===== src/rtl/sub_serial.sv =====
// -----------------------------------------------------------------------------
// sub_serial
//
// Bit-serial subtractor. Two key-scrambled operands are unscrambled with fixed
// XOR masks on the load edge. The design then computes A - B mod 2^WIDTH one
// bit per clock, LSB first. The difference and the final borrow are presented
// in parallel once the operation completes.
//
// The control FSM includes decoy states that only add delay cycles. As a
// result, the state encoding does not expose the datapath schedule.
//
// Ports
//   clk        : clock, all state updates on the rising edge
//   rst        : asynchronous, active-high reset
//   en         : start request in IDLE, acknowledge/return in DONE
//   a          : scrambled minuend   (plain A = a ^ KEY_A), sampled on load
//   b          : scrambled subtrahend (plain B = b ^ KEY_B), sampled on load
//   out        : difference register, filled MSB-first from the serial result
//   borrow_out : final borrow (1 when A < B), valid in DONE
//   done       : high while the FSM is in DONE
//   busy       : high in every state other than IDLE and DONE
// -----------------------------------------------------------------------------
module sub_serial #(
    parameter int               WIDTH = 8,
    parameter logic [WIDTH-1:0] KEY_A = WIDTH'(32'h5E),
    parameter logic [WIDTH-1:0] KEY_B = WIDTH'(32'h58)
) (
    input  logic             clk,
    input  logic             rst,
    input  logic             en,
    input  logic [WIDTH-1:0] a,
    input  logic [WIDTH-1:0] b,
    output logic [WIDTH-1:0] out,
    output logic             borrow_out,
    output logic             done,
    output logic             busy
);

    localparam int CW = $clog2(WIDTH);

    localparam logic [2:0] S_IDLE = 3'd0;
    localparam logic [2:0] S_SUB  = 3'd1;
    localparam logic [2:0] S_DONE = 3'd2;
    localparam logic [2:0] S_DLY0 = 3'd3;
    localparam logic [2:0] S_DLY1 = 3'd4;
    localparam logic [2:0] S_DLY2 = 3'd5;
    localparam logic [2:0] S_DLY3 = 3'd6;

    localparam logic [CW-1:0] CNT_LAST = CW'(WIDTH - 1);

    logic [2:0]       state_q,  state_d;
    logic [WIDTH-1:0] a_q,      a_d;
    logic [WIDTH-1:0] b_q,      b_d;
    logic [WIDTH-1:0] out_q,    out_d;
    logic             borrow_q, borrow_d;
    logic [CW-1:0]    cnt_q,    cnt_d;

    // One full-subtractor cell working on the current LSBs.
    logic a0, b0, diff_bit, borrow_next;

    assign a0          = a_q[0];
    assign b0          = b_q[0];
    assign diff_bit    = a0 ^ b0 ^ borrow_q;
    assign borrow_next = (~a0 & b0) | (~(a0 ^ b0) & borrow_q);

    // -------------------------------------------------------------------------
    // Next-state logic
    // -------------------------------------------------------------------------
    // NOTE: every combinational output gets a default before the case, so no
    // path leaves it unassigned and no latch is inferred.
    always_comb begin
        state_d = S_IDLE;
        case (state_q)
            S_IDLE:  state_d = en ? S_DLY0 : S_IDLE;
            S_DLY0:  state_d = S_SUB;
            S_SUB:   state_d = (cnt_q == CNT_LAST) ? S_DLY1 : S_SUB;
            S_DLY1:  state_d = S_DONE;
            S_DONE:  state_d = en ? S_IDLE : S_DONE;
            S_DLY2:  state_d = S_DLY0;
            S_DLY3:  state_d = S_DLY1;
            default: state_d = S_IDLE;  // encoding 7 is illegal
        endcase
    end

    // -------------------------------------------------------------------------
    // Datapath: load in IDLE with en, shift in SUB, hold everywhere else
    // -------------------------------------------------------------------------
    always_comb begin
        a_d      = a_q;
        b_d      = b_q;
        out_d    = out_q;
        borrow_d = borrow_q;
        cnt_d    = cnt_q;
        if (state_q == S_IDLE && en) begin
            a_d      = a ^ KEY_A;
            b_d      = b ^ KEY_B;
            out_d    = '0;
            borrow_d = 1'b0;
            cnt_d    = '0;
        end else if (state_q == S_SUB) begin
            a_d      = a_q >> 1;
            b_d      = b_q >> 1;
            out_d    = {diff_bit, out_q[WIDTH-1:1]};
            borrow_d = borrow_next;
            cnt_d    = cnt_q + CW'(1);
        end
    end

    // NOTE: sequential state uses non-blocking assignments only, so every
    // register samples the pre-edge values regardless of statement order.
    always_ff @(posedge clk or posedge rst) begin
        if (rst) begin
            state_q  <= S_IDLE;
            a_q      <= '0;
            b_q      <= '0;
            out_q    <= '0;
            borrow_q <= 1'b0;
            cnt_q    <= '0;
        end else begin
            state_q  <= state_d;
            a_q      <= a_d;
            b_q      <= b_d;
            out_q    <= out_d;
            borrow_q <= borrow_d;
            cnt_q    <= cnt_d;
        end
    end

    assign out        = out_q;
    assign borrow_out = borrow_q;
    assign done       = (state_q == S_DONE);
    assign busy       = (state_q != S_IDLE) && (state_q != S_DONE);

endmodule


===== config.mk =====
export PLATFORM = sky130hd
export DESIGN_NAME = sub_serial
export DESIGN_NICKNAME = d
export VERILOG_FILES = /design/src/rtl/sub_serial.sv
export SDC_FILE = /design/constraint.sdc
export NUM_CORES = 1
export LEC_CHECK = 0
export ABC_AREA = 1
export CORE_UTILIZATION = 38
export DETAILED_ROUTE_END_ITERATION = 6
export HOLD_SLACK_MARGIN = 0.08
export SYNTH_ARGS = -nofsm -noshare
export SYNTH_HDL_FRONTEND = slang
export SYNTH_SLANG_ARGS = --single-unit

===== constraint.sdc =====
create_clock -name clk -period 1.2 [get_ports clk]
set_input_delay 0.24 -clock clk [delete_from_list [all_inputs] [get_ports clk]]
set_output_delay 0.24 -clock clk [all_outputs]
set_load 0.05 [all_outputs]

Word level (Yosys, flattened, before mapping)
Index checks and enable logic that the tools add are counted.
{"block": "word_totals", "register_bits": 31, "word_cells": 43}
{"block": "op_classes", "n_addsub": 1, "eq_ne": 8, "mux": 14, "bitwise_logic": 9, "reduce_logical": 5}
{"operator": "8-bit 2-to-1 mux", "count": 6}
{"operator": "3-bit case mux with 7 select lines", "count": 1}
{"operator": "3-bit equality test (second input constant)", "count": 4}
{"operator": "3-bit 2-to-1 mux", "count": 3}
{"operator": "3-bit by 2-bit equality test with 1-bit output (second input constant)", "count": 2}
{"operator": "5-bit inverter", "count": 1}
{"operator": "2-bit 2-to-1 mux", "count": 2}
{"operator": "3-bit by 1-bit adder with 3-bit output (second input constant)", "count": 1}
{"operator": "3-bit by 1-bit equality test with 1-bit output (second input constant)", "count": 1}
{"operator": "3-bit logical NOT", "count": 1}
{"operator": "3-bit by 2-bit inequality test with 1-bit output (second input constant)", "count": 1}
{"operator": "3-bit inverter", "count": 1}
{"operator": "3-bit nonzero test", "count": 1}
{"operator": "1-bit AND", "count": 2}
{"operator": "1-bit logical AND", "count": 2}
{"operator": "1-bit 2-to-1 mux", "count": 2}
{"operator": "1-bit inverter", "count": 2}
{"operator": "2-bit nonzero test", "count": 1}
{"operator": "1-bit XOR", "count": 2}
{"operator": "1-bit OR", "count": 1}

Depth between registers and ports, before layout
Gate-level depths: netlist of run 1.
{"block": "depth", "word_depth": 6, "mapped_depth": 6, "depth_no_buf": 5}

Worst setup path after synthesis of run 1
No wires, ideal clock.
{"block": "synth_path", "path_type": "flip-flop to flip-flop", "startpoint": "register state_q[0]", "endpoint": "register state_q[1]", "setup_time_ns": 0.069, "arrival_ns": 1.413, "path_slack_ns": -0.282, "stages_incl_launch_ff": 6, "path_buffers": 0, "cell_sequence": "dfrtp_1 inv_1 nand2_1 nor2_1 nand2_1 nand3_1"}
{"block": "synth_between", "elab_chain_len": 2}
{"element": "start, declared", "line": "51", "source": "logic [2:0] state_q, state_d;"}
{"element": "start signal, assigned", "line": "120", "source": "state_q <= state_d;"}
{"element": "3-bit by 2-bit equality test with 1-bit output"}
{"element": "named net done", "line": "35", "source": "output logic done,"}
{"element": "3-bit case mux with 7 select lines", "line": "73", "source": "case (state_q)"}
{"element": "named net state_d[1]", "line": "51"}
The timed path passes the listed nets, and every way through them passes these cells.
A chain may end at the register's enable or synchronous reset.

Worst setup path after layout of run 1
{"block": "layout_path", "startpoint": "register state_q[0]", "endpoint": "output busy"}
{"block": "layout_between", "elab_chain_len": 2}
{"element": "3-bit by 2-bit inequality test with 1-bit output or 3-bit nonzero test (tied branches)", "line": "132", "source": "assign busy = (state_q != S_IDLE) && (state_q != S_DONE);"}
{"element": "1-bit logical AND (*)", "line": "132"}
{"element": "end, declared", "line": "36", "source": "output logic busy"}
Every way passes the cells marked *; elsewhere a longest branch is shown, timed or not.

==> results of run 1 <==
[cell families after synthesis]
group,count (synthesis),share of synthesized area [%]
DFF,31,52.4
and+or+nand+nor,107,36.3
buffers and inverters,19,7.02
adders and majority gates,3,3.04
AOI/OAI and AO/OA,3,1.27
[per-stage QoR]
stage	std cells	utilization (%)	total power, µW	hold slack (ns)
final	258	61.3	6560	0.297
after floorplan	163	-	3870	0.343
after CTS	252	57.3	6130	0.308
after global placement	240	53.3	5020	0.473
after global routing	258	61.3	7020	0.317
after detailed placement	240	53.3	5110	0.480
[final timing paths]
path                                      start  cells past startpoint              endpoint  slack [ns]
min reg2reg                  b_q[2]$_DFFE_PP0P_                      2    b_q[1]$_DFFE_PP0P_        0.49
min in group clk             b_q[2]$_DFFE_PP0P_                      2    b_q[1]$_DFFE_PP0P_        0.49
max reg2reg                state_q[0]$_DFF_PP0_                      6    a_q[3]$_DFFE_PP0P_       -0.12
max                        state_q[0]$_DFF_PP0_                      3                  busy       -0.21
min                                         rst                      3  state_q[1]$_DFF_PP0_        0.30
max in group asynchronous                   rst                      3  state_q[2]$_DFF_PP0_        0.72
[repair_timing]
item                       in CTS  in global routing
cloned                          1                  3
gates resized for setup         6                 12
buffers inserted                3                  3
pin swaps                       3                  2
setup endpoints to repair      30                 33
[routing by layer]
layer	global-route usage (%)	vias to the layer above	routed length, µm
met4	6.67	0	66
met1	22.4	641	1540
li1	-	650	-
met2	30.3	43	1790
met5	0	-	0
met3	5.81	9	234
[placed cells by master (no fill, tap or decap), types with 2 or more instances in the layout]
master and count:
nand3_2 2, nand3_1 57, nand2_1 34, nand2_8 4, buf_12 14, nand3b_1 9
clkdlybuf4s50_1 18, ha_1 2, buf_4 8, inv_2 3, buf_6 4, dfrtp_2 4
clkbuf_8 6, dfrtp_1 27, nor2_4 3, inv_1 5
[where the power goes]
part / switching, µW / total (µW) / internal (µW)
logic: 2090 / 3820 / 1730
registers: 382 / 1890 / 1510
clock network: 383 / 845 / 462
[flip-flops by register name (all words and copies together), names as in the netlist]
register    flops
state_q         3
cnt_q           3
borrow_out      1
a_q             8
out             8
b_q             8
[synth_stat cells]
cell and instances:
nand3_1 58, nand2_1 35, dfrtp_1 31, nand3b_1 9
inv_1 6, buf_2 5, buf_4 3, inv_2 3
buf_6 2, ha_1 2, nor2_4 2, fa_1 1
nand2_4 1, nand3_2 1, nor2_1 1, o211ai_1 1
o21ai_0 1, o22ai_1 1
[cell type report]
type,count,area [µm²]
inverter,9,37.5
tap,48,60.1
sequential,31,781
timing repair buffer,46,606
multi-input combinational,116,684
fill,319,1430
clock inverter,1,5.00
clock buffer,7,86.3
[worst register-to-register path: stages (launching register included)]
cell and delay, ns:
dfrtp_2 0.43, nor2_4 0.19, buf_4 0.15, buf_12 0.16, clkbuf_16 0.16, nand3b_1 0.07, nand3_1 0.09
==> impl_metrics.ini, run 1 <==
[setup_path]
crit_type = register to primary output
crit_path_end_kind = primary output
crit_slowest_cell = dfrtp_2
critPathBufInv = 2
arrival_ns = 1.17
start_kind = register
slowest_delay_ns = 0.43
required_ns = 0.96
cp_top_family = flip-flops
path_cells = nor2_4, clkinvlp_4, buf_6
critPathMaxFanout = 3

[power]
power_density_mw_per_mm2 = 2900
vdd_ir_drop_max_uv = 1450
p_leak_uw = 0.00104

[drt]
vias = 1343
drtIter0Drc = 63
routed_via_density = 5.21
dr.pass1.iters = 4
drt-total-wl_mm = 3.63
wl_per_cell_um = 14.1
ant_nets = 0
drc = 0

[place]
port_buffers = 29
dpl-instance-area_mm2 = 0.00197
place_ws_ns = -0.281
place_hpwl_mm = 2.09
gp_congestion = 0.715

[final_layout]
antenna_cells = 0
drive_gt1_share_pct = 25.2
fin_area_mm2 = 0.00226
synthToLayoutAreaGrowth_pct = 52.7
nNetsFinal = 231

[sta]
timing.fmax_ghz = 0.711
relSlewSlack_pct = 82.6
tightestPinTransition_ns = 0.261
drv_slew = 0
period_needed_ns = 1.41
post-route-period-util_pct = 117
rsz0062_at_grt = true
finalHoldViolations = 0
fin_worst_skew_ns = 0.00476
tns_ns = -2.73
setup_ws_ns = -0.206
setup_viol = 30

[hold_path]
hold_class = primary input to async pin

[synthesis]
yosysWarnings = 0
yosys-top-cells-area = dfrtp_1 52%, nand3_1 20%, nand2_1 8.9%, nand3b_1 4.6%, buf_2 1.7%
syn_area_mm2 = 0.00148
seq_area_frac_synth_pct = 52.4
syn_inst = 163
synth_top_area_share_pct = 52.4
synth_top_area_cell = dfrtp_1
yosysUniqueCellTypes = 18
synth_area_per_cell_um2 = 9.08
yosys_register_bits = 31
syn_nets = 185

[floorplanning]
die_w_um = 64.4
fp-row-count = 22
coreArea_mm2 = 0.00369
start_util_pct = 40.1
io_pins = 30
die_area_mm2 = 0.00415
dieHeight_um = 64.4

[cts]
cts_htree_levels = 2
cts_made_buffers = 5
tritoncts = built
cts_root_buf = clkbuf_8
cts.sinks = 31
cts_buffer_depth = 2
insertion_delay_ns = 0.28
cts_hold_buf = 0
cts.clk_slew.worst_paths_ns = 0.06

[global_route]
overflow = 0
grt_pass1_wl_mm = 5.75
grt_max_degree = 32
grt_usage_pct = 18.3
grt_pass1_vias = 1272
antenna_found_initial = 0

[run_status]
status = complete, but fails checks
violations = negative setup slack

[job]
drv_cap = 0
No activity file was read; power rests on OpenSTA's default activity.
==> run 2: changes to the inputs <==
--- a/config.mk
+++ b/config.mk
@@ -9,6 +9,7 @@
 export CORE_UTILIZATION = 38
 export DETAILED_ROUTE_END_ITERATION = 6
 export HOLD_SLACK_MARGIN = 0.08
+export SETUP_SLACK_MARGIN = 0.4
 export SYNTH_ARGS = -nofsm -noshare
 export SYNTH_HDL_FRONTEND = slang
 export SYNTH_SLANG_ARGS = --single-unit
==> constraint.sdc (replaced) <==
create_clock -name clk -period 1.2 [get_ports clk]
set_input_delay 0.36 -clock clk [delete_from_list [all_inputs] [get_ports clk]]
set_output_delay 0.36 -clock clk [all_outputs]
set_load 0.05 [all_outputs]
==> run 2 against run 1 <==
- the run still ends with negative setup slack left
- clock power is 7.9% lower
- total power is 11% higher
- first-iteration DRC count is 29% higher
- non-clock buffer count is 16 higher
- largest cell class is now multi-input gates
- clock skew is 0.00096 ns higher
- combinational power is 20% higher
- via count is 2.3% higher
- critical endpoint is now done
- sequential cell count stayed put
- worst hold slack better by 0.17 ns
==> impl_metrics.ini, run 2 (same netlist as run 1, synthesis figures left out) <==
[sta]
setup_viol = 38
relSlewSlack_pct = 86.6
fin_worst_skew_ns = 0.00571
rsz0062_at_grt = true
tns_ns = -1.61
setup_ws_ns = -0.297
post-route-period-util_pct = 125
period_needed_ns = 1.50
drv_slew = 0
finalHoldViolations = 0
timing.fmax_ghz = 0.668
tightestPinTransition_ns = 0.200

[setup_path]
r2r_slack_ns = -0.04
crit_type = register to primary output
endpoint = done
r2r_cells = 6
r2r-start = state_q[0]$_DFF_PP0_
arrival_ns = 1.14
required_ns = 0.84
start_kind = register
crit_path_end_kind = primary output
critPathMaxFanout = 4
worstReg2RegEnd = cnt_q[0]$_DFFE_PP0P_
worstSetupStartpoint = state_q[0]$_DFF_PP0_

[final_layout]
final_common_cell = nand2_1
synthToLayoutAreaGrowth_pct = 71.7
seq_area_um2 = 791
antenna_cells = 0
nNetsFinal = 244
fill_cells = 298
fin_area_mm2 = 0.00254
multi_input_area_um2 = 817
final_cell_mix = 33 x nand2_1, 32 x nand3_2, 26 x nand3_1
drive_gt1_share_pct = 50.2

[global_route]
grt_max_degree = 32
grt_pass1_wl_mm = 6.09
grt_pass1_vias = 1390
antenna_found_initial = 0
overflow = 0
grt_usage_pct = 19.0

[power]
p_leak_uw = 0.00114
power_density_mw_per_mm2 = 2870
vdd_ir_drop_max_uv = 1150
total_power_uw = 7300

[cts]
cts_hold_buf = 0
cts_made_buffers = 5
tritoncts = built
cts_root_buf = clkbuf_8
cts.clk_slew.worst_paths_ns = 0.06
cts_buffer_depth = 2
cts.sinks = 31
insertion_delay_ns = 0.28
cts_htree_levels = 2

[floorplanning]
coreArea_mm2 = 0.00369
die_area_mm2 = 0.00415
fp-row-count = 22
die_w_um = 64.4
io_pins = 30
start_util_pct = 40.1
dieHeight_um = 64.4

[run_status]
status = complete, but fails checks
violations = negative setup slack

[drt]
wl_per_cell_um = 13.4
drtIter0Drc = 81
routed_via_density = 5.07
dr.pass1.iters = 4
ant_nets = 0
drc = 0
vias = 1374
drt-total-wl_mm = 3.64

[place]
dpl-instance-area_mm2 = 0.00222
place_hpwl_mm = 2.47
place_ws_ns = -0.336
port_buffers = 29
gp_congestion = 0.732

[hold_path]
hold_class = primary input to async pin

[job]
drv_cap = 0
[run 2: worst min path at each step]
stage                                   from                 end  slack (ns)  cells after the start
final                                    rst  out[4]$_DFFE_PP0P_        0.47                      3
after floorplan                          rst  a_q[0]$_DFFE_PP0P_        0.28                      1
after CTS                                rst  out[6]$_DFFE_PP0P_        0.48                      3
after global placement    a_q[7]$_DFFE_PP0P_  a_q[6]$_DFFE_PP0P_        0.49                      2
after global routing                     rst  out[4]$_DFFE_PP0P_        0.48                      3
after detailed placement  b_q[5]$_DFFE_PP0P_  b_q[4]$_DFFE_PP0P_        0.50                      2
[run 2: cell type report]
class / count / area share [%]
Clock buffer: 7 / 3.00
Sequential cell: 31 / 31.1
Multi-Input combinational cell: 113 / 32.2
Clock inverter: 1 / 0.197
Inverter: 9 / 2.02
Tap cell: 48 / 2.36
Timing Repair Buffer: 62 / 29.1
[run 2: timing repair]
item                       CTS  global route
setup endpoints to repair   42            42
buffers inserted            10             3
resized for setup           13            18
pin swaps                    0             7
gates cloned                 0             2
[run 2: worst max-delay path: stages, from the launching register on]
cell and delay, ns:
dfrtp_2 0.45, inv_2 0.08, nand2_4 0.05, nor2_4 0.14
buf_12 0.14
[run 2: per-layer routing]
metal / global-route usage [%] / vias to the layer above / share of wire, %
met5: 0 / - / 0
met4: 6.39 / 0 / 1.6
met3: 4.23 / 8 / 4.7
met2: 32.8 / 32 / 52
met1: 23.3 / 666 / 41
li1: - / 668 / -
[run 2: where the power goes]
group / total, µW / switching [µW] / internal (µW)
logic: 4600 / 2360 / 2240
registers: 1920 / 391 / 1530
clock network: 778 / 371 / 406
total: 7300 / 3130 / 4180
[run 2: per-stage QoR]
stage	util [%]	std cells	hold WS (ns)
6_report	68.9	271	0.472
4_1_cts	65.7	266	0.485
3_3_place_gp	60.1	248	0.493
5_1_grt	68.9	271	0.481
2_1_floorplan	-	163	0.282
3_5_place_dp	60.1	248	0.503
==> run 3: changes to the inputs <==
--- a/config.mk
+++ b/config.mk
@@ -9,7 +9,7 @@
 export CORE_UTILIZATION = 38
 export DETAILED_ROUTE_END_ITERATION = 6
 export HOLD_SLACK_MARGIN = 0.08
-export SETUP_SLACK_MARGIN = 0.4
+export SETUP_SLACK_MARGIN = 0.2
 export SYNTH_ARGS = -nofsm -noshare
 export SYNTH_HDL_FRONTEND = slang
 export SYNTH_SLANG_ARGS = --single-unit
==> run 3 against run 2 <==
- the run still ends with negative setup slack left
- non-clock buffer count rose by 4
- sequential share of layout area fell by 3.9 points
- combinational power rose by 24%
- sequential cell count did not move
- worst setup slack got worse by 0.0014 ns
- largest power group unchanged
- core utilization rose by 9.1 points
- highest routed layer unchanged
==> impl_metrics.ini, run 3 (same netlist as run 1, synthesis figures left out) <==
[final_layout]
antenna_cells = 0
fin_cells = 275
fin_area_mm2 = 0.00288
final_util_pct = 78.0
fill_cells = 232
drive_gt1_share_pct = 63.0
synthToLayoutAreaGrowth_pct = 94.3
final_common_cell = nand3_2
nNetsFinal = 248
final_cell_mix = 41 x nand3_2, 25 x dfrtp_1, 17 x clkdlybuf4s50_1

[sta]
setup_viol = 42
post-route-period-util_pct = 125
rsz0062_at_grt = true
timing.fmax_ghz = 0.667
relSlewSlack_pct = 83.8
tightestPinTransition_ns = 0.242
tns_ns = -5.32
setup_ws_ns = -0.299
fin_worst_skew_ns = 0.00488
finalHoldViolations = 0
period_needed_ns = 1.50
drv_slew = 0

[floorplanning]
die_area_mm2 = 0.00415
start_util_pct = 40.1
die_w_um = 64.4
dieHeight_um = 64.4
coreArea_mm2 = 0.00369
fp-row-count = 22
io_pins = 30

[cts]
cts_root_buf = clkbuf_8
cts.sinks = 31
tritoncts = built
cts.clk_slew.worst_paths_ns = 0.06
cts_hold_buf = 0
cts_made_buffers = 5
cts_htree_levels = 2
insertion_delay_ns = 0.28
cts_buffer_depth = 2

[global_route]
overflow = 0
grt_max_degree = 32
grt_pass1_wl_mm = 6.22
grt_pass1_vias = 1368
grt_usage_pct = 20.0
antenna_found_initial = 0

[drt]
wl_per_cell_um = 15.7
ant_nets = 0
vias = 1423
drc = 0
drtIter0Drc = 50
dr.pass1.iters = 4
drt-total-wl_mm = 4.33
routed_via_density = 5.17

[place]
dpl-instance-area_mm2 = 0.00218
gp_congestion = 0.732
place_ws_ns = -0.327
port_buffers = 29
place_hpwl_mm = 2.25
dp.cells = 245

[job]
drv_cap = 0

[setup_path]
required_ns = 0.84
start_kind = register
critPathBufInv = 2
critPathMaxFanout = 2
arrival_ns = 1.14
crit_slowest_cell = dfrtp_2
path_cells = nor2_4, clkinvlp_4, buf_6
crit_path_end_kind = primary output
slowest_delay_ns = 0.43
crit_type = register to primary output
cp_top_family = flip-flops

[power]
p_leak_uw = 0.00136
vdd_ir_drop_max_uv = 1210
power_density_mw_per_mm2 = 2950

[hold_path]
hold_class = primary input to async pin

[run_status]
status = complete, but fails checks
violations = negative setup slack
[run 3: changes by cell type in the layout (fill, tap and decap cells not counted), moves of 7 or more]
cell,delta
nand3_1,-15
nand2_1,-18
nand3_2,+9
nand2_4,+10
nand2_2,+7
[run 3: final timing paths]
path	end	depth (start not counted)	slack [ns]	from
max in group asynchronous	borrow_out$_DFFE_PP0P_	3	0.55	rst
worst max register to register	b_q[2]$_DFFE_PP0P_	8	-0.22	state_q[2]$_DFF_PP0_
worst max-delay path	busy	3	-0.30	state_q[2]$_DFF_PP0_
min in group clk	state_q[1]$_DFF_PP0_	4	0.48	en
worst min-delay path	out[0]$_DFFE_PP0P_	3	0.45	rst
worst min register to register	a_q[6]$_DFFE_PP0P_	2	0.52	a_q[7]$_DFFE_PP0P_
[run 3: tightest hold or removal path: cells and delay by family]
kind / cells / cell delay, ns
buffers and inverters: 3 / 0.73
[run 3: layout make-up]
type	count	area, µm²	share of cell area [%]
Multi-Input combinational cell	113	1020	35.5
Inverter	9	48.8	1.70
Clock inverter	3	15.0	0.522
Sequential cell	31	783	27.2
Tap cell	48	60.1	2.09
Timing Repair Buffer	66	878	30.5
Clock buffer	5	68.8	2.39
[run 3: report_power, final]
| part | total [µW] | leakage, µW | switching [µW] | internal [µW] |
|---|---|---|---|---|
| registers | 2010 | 0.000391 | 499 | 1520 |
| clock network | 786 | 0.0000477 | 390 | 396 |
| logic | 5690 | 0.000921 | 2910 | 2780 |
[run 3: routing by layer]
metal	track usage [%]	part of all wire [%]	vias up	wire length (µm)
li1	-	-	683	-
met1	22.5	42	700	1840
met2	35.0	52	33	2250
met3	5.11	4.0	7	174
met4	9.72	1.6	0	69
met5	0	0	-	0
[run 3: what timing repair did]
| item | 4_1_cts | 5_1_grt |
|---|---|---|
| resized for setup | 28 | 68 |
| buffers inserted | 14 | 3 |
| gates cloned | 2 | 3 |
| pin swaps | 7 | 36 |
| endpoints found under the setup margin | 42 | 42 |
[run 3: through the flow]
step                      total power, µW  hold WS, ns
after global placement               5500        0.493
after floorplan                      4330        0.282
after detailed placement             5590        0.500
final                                8490        0.452
after global routing                 8980        0.467
after CTS                            7170        0.457
